File: config.mk
export PLATFORM = sky130hd
export DESIGN_NAME = calc_req_arbiter
export DESIGN_NICKNAME = d
export VERILOG_FILES = /design/src/rtl/calc_req_arbiter.sv
export SDC_FILE = /design/constraint.sdc
export NUM_CORES = 1
export LEC_CHECK = 0
export CAP_MARGIN = 20
export CORE_MARGIN = 1.5
export CORE_UTILIZATION = 39
export DETAILED_ROUTE_END_ITERATION = 16
export PLACE_DENSITY = 0.75
export SLEW_MARGIN = 20
export SYNTH_ARGS = -nofsm -noshare
export SYNTH_HDL_FRONTEND = slang
export SYNTH_SLANG_ARGS = --single-unit
File: constraint.sdc
create_clock -name CLK -period 1.4 [get_ports CLK]
set_input_delay 0.14 -clock CLK [delete_from_list [all_inputs] [get_ports CLK]]
set_output_delay 0.14 -clock CLK [all_outputs]
set_load 0.01 [all_outputs]
File: src/rtl/calc_req_arbiter.sv
// Two-port round-robin front end sharing one calculator: accepts one operation,
// launches it with calc_Go, waits for calc_Done or a timeout, returns the result to its owner.
module calc_req_arbiter #(
    parameter int unsigned W       = 4,
    parameter int unsigned TIMEOUT = 64
) (
    input  logic         CLK,
    input  logic         rst,
    input  logic         req0,
    input  logic         req1,
    input  logic [2:0]   f0,
    input  logic [2:0]   f1,
    input  logic [W-1:0] x0,
    input  logic [W-1:0] y0,
    input  logic [W-1:0] x1,
    input  logic [W-1:0] y1,
    output logic         gnt0,
    output logic         gnt1,
    output logic         rvalid0,
    output logic         rvalid1,
    output logic [W-1:0] res_h,
    output logic [W-1:0] res_l,
    output logic         res_err,
    output logic         res_timeout,
    output logic         calc_Go,
    output logic [2:0]   calc_F,
    output logic [W-1:0] calc_X,
    output logic [W-1:0] calc_Y,
    input  logic         calc_Done,
    input  logic [W-1:0] calc_OutH,
    input  logic [W-1:0] calc_OutL,
    input  logic         calc_Err,
    output logic         busy,
    output logic [1:0]   state
);

    localparam int unsigned CW = (TIMEOUT > 2) ? $clog2(TIMEOUT) : 1;

    typedef enum logic [1:0] {
        IDLE  = 2'b00,
        ISSUE = 2'b01,
        WAIT  = 2'b10,
        RESP  = 2'b11
    } state_t;

    state_t          state_q, state_d;
    logic            owner_q, owner_d;
    logic            last_q, last_d;
    logic [CW-1:0]   cnt_q, cnt_d;
    logic [2:0]      f_d;
    logic [W-1:0]    x_d, y_d;
    logic [W-1:0]    res_h_d, res_l_d;
    logic            res_err_d, res_timeout_d;
    logic            gnt0_d, gnt1_d, rvalid0_d, rvalid1_d, go_d, busy_d;
    logic            winner;

    // Tie goes to the requester that was not served last
    assign winner = (req0 && req1) ? ~last_q : req1;
    assign state  = state_q;

    always_comb begin
        state_d       = state_q;
        owner_d       = owner_q;
        last_d        = last_q;
        cnt_d         = cnt_q;
        f_d           = calc_F;
        x_d           = calc_X;
        y_d           = calc_Y;
        res_h_d       = res_h;
        res_l_d       = res_l;
        res_err_d     = res_err;
        res_timeout_d = res_timeout;
        gnt0_d        = 1'b0;
        gnt1_d        = 1'b0;
        rvalid0_d     = 1'b0;
        rvalid1_d     = 1'b0;
        go_d          = 1'b0;

        unique case (state_q)
            IDLE: begin
                if (req0 || req1) begin
                    state_d = ISSUE;
                    owner_d = winner;
                    f_d     = winner ? f1 : f0;
                    x_d     = winner ? x1 : x0;
                    y_d     = winner ? y1 : y0;
                    gnt0_d  = ~winner;
                    gnt1_d  = winner;
                    go_d    = 1'b1;
                end
            end
            ISSUE: begin
                cnt_d   = '0;
                state_d = WAIT;
            end
            WAIT: begin
                // Done takes priority over a timeout in the same cycle
                if (calc_Done) begin
                    res_h_d       = calc_OutH;
                    res_l_d       = calc_OutL;
                    res_err_d     = calc_Err;
                    res_timeout_d = 1'b0;
                    state_d       = RESP;
                end else if (cnt_q == CW'(TIMEOUT - 1)) begin
                    res_h_d       = '0;
                    res_l_d       = '0;
                    res_err_d     = 1'b0;
                    res_timeout_d = 1'b1;
                    state_d       = RESP;
                end else begin
                    cnt_d = cnt_q + CW'(1);
                end
                if (state_d == RESP) begin
                    rvalid0_d = ~owner_q;
                    rvalid1_d = owner_q;
                end
            end
            RESP: begin
                last_d  = owner_q;
                state_d = IDLE;
            end
            default: state_d = IDLE;
        endcase

        busy_d = (state_d != IDLE);
    end

    // State and registered outputs
    always_ff @(posedge CLK or posedge rst) begin
        if (rst) begin
            state_q     <= IDLE;
            owner_q     <= 1'b0;
            last_q      <= 1'b1;
            cnt_q       <= '0;
            calc_F      <= '0;
            calc_X      <= '0;
            calc_Y      <= '0;
            res_h       <= '0;
            res_l       <= '0;
            res_err     <= 1'b0;
            res_timeout <= 1'b0;
            gnt0        <= 1'b0;
            gnt1        <= 1'b0;
            rvalid0     <= 1'b0;
            rvalid1     <= 1'b0;
            calc_Go     <= 1'b0;
            busy        <= 1'b0;
        end else begin
            state_q     <= state_d;
            owner_q     <= owner_d;
            last_q      <= last_d;
            cnt_q       <= cnt_d;
            calc_F      <= f_d;
            calc_X      <= x_d;
            calc_Y      <= y_d;
            res_h       <= res_h_d;
            res_l       <= res_l_d;
            res_err     <= res_err_d;
            res_timeout <= res_timeout_d;
            gnt0        <= gnt0_d;
            gnt1        <= gnt1_d;
            rvalid0     <= rvalid0_d;
            rvalid1     <= rvalid1_d;
            calc_Go     <= go_d;
            busy        <= busy_d;
        end
    end

endmodule

==> results of run 1 <==
[flip-flops by register name, indices dropped and copies added (netlist names)]
name and cells:
gnt1 1, rvalid0 1, res_h 4, calc_X 4
calc_Y 4, last_q 1, busy 1, cnt_q 6
calc_Go 1, res_l 4, gnt0 1, res_timeout 1
rvalid1 1, res_err 1, owner_q 1, state 2
calc_F 3
[metrics by stage]
stage               util (%)  area, um^2  power (mW)  TNS (ps)
floorplan                  -        1740        2.81         0
global placement        61.2        2650        4.17      -125
detailed placement      61.2        2650        4.26      -796
CTS                     64.4        2780        5.26    -0.348
global route            65.6        2840        5.70         0
finish                  65.6        2840        5.33         0
[layer usage]
| layer | routed length (um) | track usage, % | part of all wire [%] | vias up |
|---|---|---|---|---|
| li1 | - | - | - | 778 |
| met1 | 1750 | 22.1 | 42 | 719 |
| met2 | 2020 | 28.3 | 49 | 59 |
| met3 | 339 | 6.54 | 8.2 | 4 |
| met4 | 40 | 6.20 | 0.96 | 0 |
| met5 | 0 | 0 | 0 | - |
[final cells by class]
| cell class | count | area, um^2 |
|---|---|---|
| clock inverters | 1 | 30.0 |
| inverters | 8 | 32.5 |
| clock buffers | 7 | 86.3 |
| flip-flops and latches | 37 | 928 |
| fillers | 366 | 1490 |
| multi-input cells | 116 | 778 |
| well taps | 52 | 65.1 |
| repair buffers | 94 | 915 |
[placed cells by master, fill, tap and decap left out, drive strengths merged, types with 2 or more instances in the layout]
cell type,n
clkdlybuf4s50,62
and2,2
and4b,2
o211ai,2
o21ai,24
a21oi,8
ha,5
buf,29
o21a,2
clkbuf,8
nand2,35
inv,8
and3,3
a31oi,2
dfrtp,36
dlygate4sd2,2
mux2i,12
a21boi,2
nor2,2
nand3,5
[how the worst max path moves through the flow]
stage / start / end / slack, ps / cells after the start
after global placement: state[0]$_DFF_PP0_ / busy$_DFF_PP0_ / -50 / 5
after detailed placement: state[0]$_DFF_PP0_ / rvalid1$_DFF_PP0_ / -90 / 5
after floorplan: state[0]$_DFF_PP0_ / cnt_q[0]$_DFFE_PP0P_ / 10 / 7
after global routing: state[1]$_DFF_PP0_ / owner_q$_DFFE_PP0P_ / 1 / 6
final: res_h[3]$_DFFE_PP0P_ / res_h[3] / 50 / 1
after CTS: state[1]$_DFF_PP0_ / cnt_q[1]$_DFFE_PP0P_ / -0.3 / 6
[worst min-delay path, stage by stage]
cell	delay, ps
clkdlybuf4s50_1	400
inv_1	90
buf_12	220
[cells by family after synthesis]
group                    share of synthesized area (%)
AO/OA/AOI/OAI                                     16.4
adder cells (fa/ha/maj)                           3.59
buffers and inverters                             4.74
flip-flops                                        53.3
multiplexers                                      7.55
AND/OR/NAND/NOR                                   14.5
[power groups by stage]
stage               combinational, mW  sequential [mW]  clock, mW
floorplan                       0.872             1.93          0
global placement                 2.44             1.73          0
detailed placement               2.50             1.76          0
CTS                              2.55             1.74      0.963
global route                     2.89             1.80       1.01
finish                           2.64             1.75      0.945
[what timing repair did]
item                                    4_1_cts  5_1_grt
pin swaps                                     0        1
gates resized for setup                       7       14
hold buffers                                  0        0
endpoints found under the setup margin       19       22
buffers inserted                              1        2
==> run metrics, run 1 <==
Total Wirelength 4.16 mm; Post-synth EDFFs 0; syn avg cell area 10.2 um^2; first-pass GRT wire length 6.95 mm; critical path type reg2out; initial antenna violation count 0; combinational power share 49.5%; DP Cell Count 304; RSZ-0062 raised after global routing no; Clock transition at path regs 70 ps; internal power 3.57 mW; Global Route Usage Sum 17.7%; Worst-Margin Slew 265 ps; crit-path cells clkdlybuf4s50_1; Most used DFF post-synth dfrtp_1; highest clock rate 0.740 GHz; vias per cell 4.95; vias in the first global route 1,573; synthesis-to-layout area growth 62.9%; Critical R2R Launch state[1]$_DFF_PP0_; cts bufs inserted 5; yosys warns 0; antenna diode count 0; Crit path max-delay family buffers and inverters; worst vdd ir 0.914 mV; Vert. Die Dim 69.8 um; H-tree depth 2; synthesized area 1740 um^2; final worst-path cycle share 96.5%; Sw Pwr 1.76 mW; layout cell share with drive strength beyond 1 20.9%; cells on worst reg2reg path 6; Initial Utilization 40.2%; Yosys top cell area share 51.8%; Async SR Flop Fraction 100%; syn_nets 211; post-synthesis cell count 170; hold_ws 204 ps; Worst R2R End owner_q$_DFFE_PP0P_; most frequent cells after synthesis 36 x dfrtp_1, 35 x nand2_1, 22 x o21ai_0; Worst Skew 4.11 ps; Final Net Count 303; IO buf count 64; CP Data Arrival Time 1210 ps; Die W 69.8 um; final setup fails 0; largest net degree at the start of global routing 38; Cell variety after synth 37; Slowest-stage cell, CP clkdlybuf4s50_1; Iteration-0 DRC Markers 93; worst path buffer plus inverter count 1; max-slew violations 0; min Tclk post-route 1350 ps; pre-CTS setup slack -93.8 ps; power share of the clock group 17.7%; Worst setup SP type flop; MaxCap Viol Count 0; DR vias 1,560; Die ar. 4870 um^2; cell with the most instances after synthesis dfrtp_1; Critical Path RT 1260 ps; top cell type by total area after synthesis dfrtp_1; Leakage 1.28 nW; Hold Path Class in2async; Crit. End Element primary output; register-to-register setup slack 60 ps; sequential power share 32.7%; floorplan core area 4320 um^2; Sink Count 37; Seq cells post-synth 37; CP Max Fanout 2; IO Pins 65; post-synthesis sequential area ratio 53.3%; total gr overflow 0; Final Hold Fails 0; Final ANT Viol Nets 0; CTS root buf clkbuf_8; later-pin clock latency in the skew report 280 ps; DRC violations left 0; Power Density 1880 nW/um^2; fin worst setup slack 49.0 ps; TritonRoute pass-1 iters 4; DR WL/cell 13.2 um; routability cong. 0.813; non-filler cells, final 315; CTS tree built; Slew HR 82.3%; switch share 33.1%; CTS Buffer Depth 2; Final HPWL DP 3.06 mm; slowest cell delay on critical path 550 ps; Std-Cell Rows 24; status completed; Synth area leaders dfrtp_1 52%, nand2_1 7.5%, mux2i_1 6.9%
Note: power is estimated with default switching activity, not from simulation.
==> run 2, diff against run 1 <==
--- a/config.mk
+++ b/config.mk
@@ -5,11 +5,14 @@
 export SDC_FILE = /design/constraint.sdc
 export NUM_CORES = 1
 export LEC_CHECK = 0
+export ABC_AREA = 1
 export CAP_MARGIN = 20
 export CORE_MARGIN = 1.5
-export CORE_UTILIZATION = 39
+export CORE_UTILIZATION = 40
+export CTS_BUF_LIST = sky130_fd_sc_hd__clkbuf_4
+export CTS_CLUSTER_DIAMETER = 30
 export DETAILED_ROUTE_END_ITERATION = 16
-export PLACE_DENSITY = 0.75
+export PLACE_DENSITY = 0.77
 export SLEW_MARGIN = 20
 export SYNTH_ARGS = -nofsm -noshare
 export SYNTH_HDL_FRONTEND = slang
==> run metrics, run 2 <==
status completed; cts bufs inserted 5; dpl cell area 2490 um^2; Vert. Die Dim 68.5 um; total gr overflow 0; Global Route Usage Sum 17.8%; CP Data Arrival Time 1210 ps; highest clock rate 0.741 GHz; crit-path cells clkdlybuf4s50_1; Std-Cell Rows 23; Power Density 1810 nW/um^2; yosys warns 0; hold_ws 120 ps; first-pass GRT wire length 6.15 mm; Slowest-stage cell, CP clkdlybuf4s50_1; Hold Path Class in2async; max-slew violations 0; Total Power 4.75 mW; antenna diode count 0; Sink Count 37; min Tclk post-route 1350 ps; routability cong. 0.764; Leakage 1.36 nW; CTS Buffer Depth 2; IO buf count 64; DR vias 1,549; synthesis-to-layout area growth 52.8%; Crit. End Element primary output; Final Hold Fails 0; Cell variety after synth 26; syn avg cell area 8.89 um^2; worst vdd ir 0.851 mV; Iteration-0 DRC Markers 93; Async SR Flop Fraction 100%; syn_nets 234; CTS tree built; synthesized area 1720 um^2; Post-synth EDFFs 0; hold buffers post-CTS 0; floorplan core area 4060 um^2; commonest cells after routing, fill and taps aside 51 x nand2_1, 36 x dfrtp_1, 36 x clkdlybuf4s50_1, 21 x nor2_1, 18 x dlygate4sd2_1; Yosys top cell area share 52.5%; Most used DFF post-synth dfrtp_1; vias per cell 4.75; Total Wirelength 3.90 mm; layout cell share with drive strength beyond 1 20.3%; MaxCap Viol Count 0; Critical Path RT 1260 ps; final worst-path cycle share 96.4%; top cell type by total area after synthesis dfrtp_1; Top reg by flops cnt_q; cell with the most instances after synthesis nand2_1; H-tree depth 2; TritonRoute pass-1 iters 4; Seq cells post-synth 37; Slew HR 86.4%; Initial Utilization 42.3%; Worst setup SP type flop; post-synthesis sequential area ratio 54.0%; post-synthesis cell count 193; Worst-Margin Slew 203 ps; worst path buffer plus inverter count 1; largest net degree at the start of global routing 38; Worst Skew 5.37 ps; max reg flops 6; Synth area leaders dfrtp_1 52%, nand2_1 11%, nor2_1 4.6%; post-route cell area 2620 um^2; slowest cell delay on critical path 530 ps; Clock transition at path regs 110 ps; commonest non-fill, non-tap cell in the layout nand2_1; Final HPWL DP 2.92 mm; Final Net Count 316; final setup fails 0; vias in the first global route 1,429; Die W 68.5 um; critical path type reg2out; IO Pins 65; DR WL/cell 12.0 um; initial antenna violation count 0; DRC violations left 0; later-pin clock latency in the skew report 350 ps; most frequent cells after synthesis 51 x nand2_1, 36 x dfrtp_1, 21 x nor2_1; CTS root buf clkbuf_4; CP Max Fanout 1; Die ar. 4690 um^2; Crit path max-delay family buffers and inverters; Final ANT Viol Nets 0
==> run 2: changes by cell type after synthesis, sizes merged, moves of 3 or more <==
cell,before,now
a21oi,8,4
mux2i,12,0
o21ai,24,27
nor2,2,24
and3,3,0
buf,7,3
nand2,35,64
inv,8,16
==> run 2: area by class of cell <==
cell class                      instances  area (um^2)
Clock buffer                            5         37.5
Clock inverter                          3         12.5
Fill cell                             338         1430
Inverter                               16         70.1
Multi-Input combinational cell        136          742
Sequential cell                        37          927
Tap cell                               50         62.6
Timing Repair Buffer                   79          772
==> run 2: path summary, 6_finish.rpt <==
path	endpoint	start	slack (ps)	cells after the start
worst max-delay path	rvalid0	rvalid0$_DFF_PP0_	50	1
worst min-delay path	res_h[1]$_DFFE_PP0P_	rst	120	3
worst max register to register	busy$_DFF_PP0_	state[1]$_DFF_PP0_	70	8
worst min register to register	rvalid0$_DFF_PP0_	owner_q$_DFFE_PP0P_	450	1
max in group asynchronous	last_q$_DFFE_PP1N_	rst	1030	3
min in group CLK	res_err$_DFFE_PP0P_	calc_Err	320	3
==> run 2: metal layers <==
layer	vias up	GRT usage, %	wire length, um
met5	-	0	0
met4	0	11.8	75
met3	7	3.73	294
met2	57	28.5	1870
met1	709	21.5	1660
li1	776	-	-
==> run 2: what timing repair did <==
action / in CTS / in global routing
gates cloned: 0 / 0
gates resized for setup: 25 / 24
pin swaps: 1 / 5
setup buffers: 3 / 1
setup endpoints to repair: 30 / 27
hold endpoints to repair: 0 / 0
==> run 2: per-stage QoR <==
step / setup WS [ps] / cells / utilization [%] / TNS [ps]
final: 50.5 / 326 / 64.7 / 0
after CTS: 0.111 / 325 / 62.9 / 0
after detailed placement: -35.3 / 314 / 61.4 / -91.5
after global routing: -13.5 / 326 / 64.7 / -14.3
after global placement: 7.21 / 314 / 61.4 / 0
after floorplan: 4.61 / 193 / - / 0
==> run 2: kinds of logic (layout without fill, tap and decap cells) <==
| logic type | after synthesis | after routing | synth area share, % |
|---|---|---|---|
| flops | 37 | 37 | 54.0 |
| simple gates | 98 | 98 | 27.0 |
| buf+inv | 20 | 103 | 5.10 |
| fa+ha+maj | 5 | 5 | 3.64 |
| compound gates | 32 | 32 | 9.69 |
| xor+xnor | 1 | 1 | 0.510 |
==> run 2: report_power, final <==
group          internal [mW]  leakage, nW  total [mW]  switching (mW)
logic                   1.20        0.863        2.48            1.28
clock network          0.182       0.0300       0.535           0.353
registers               1.51        0.467        1.74           0.230
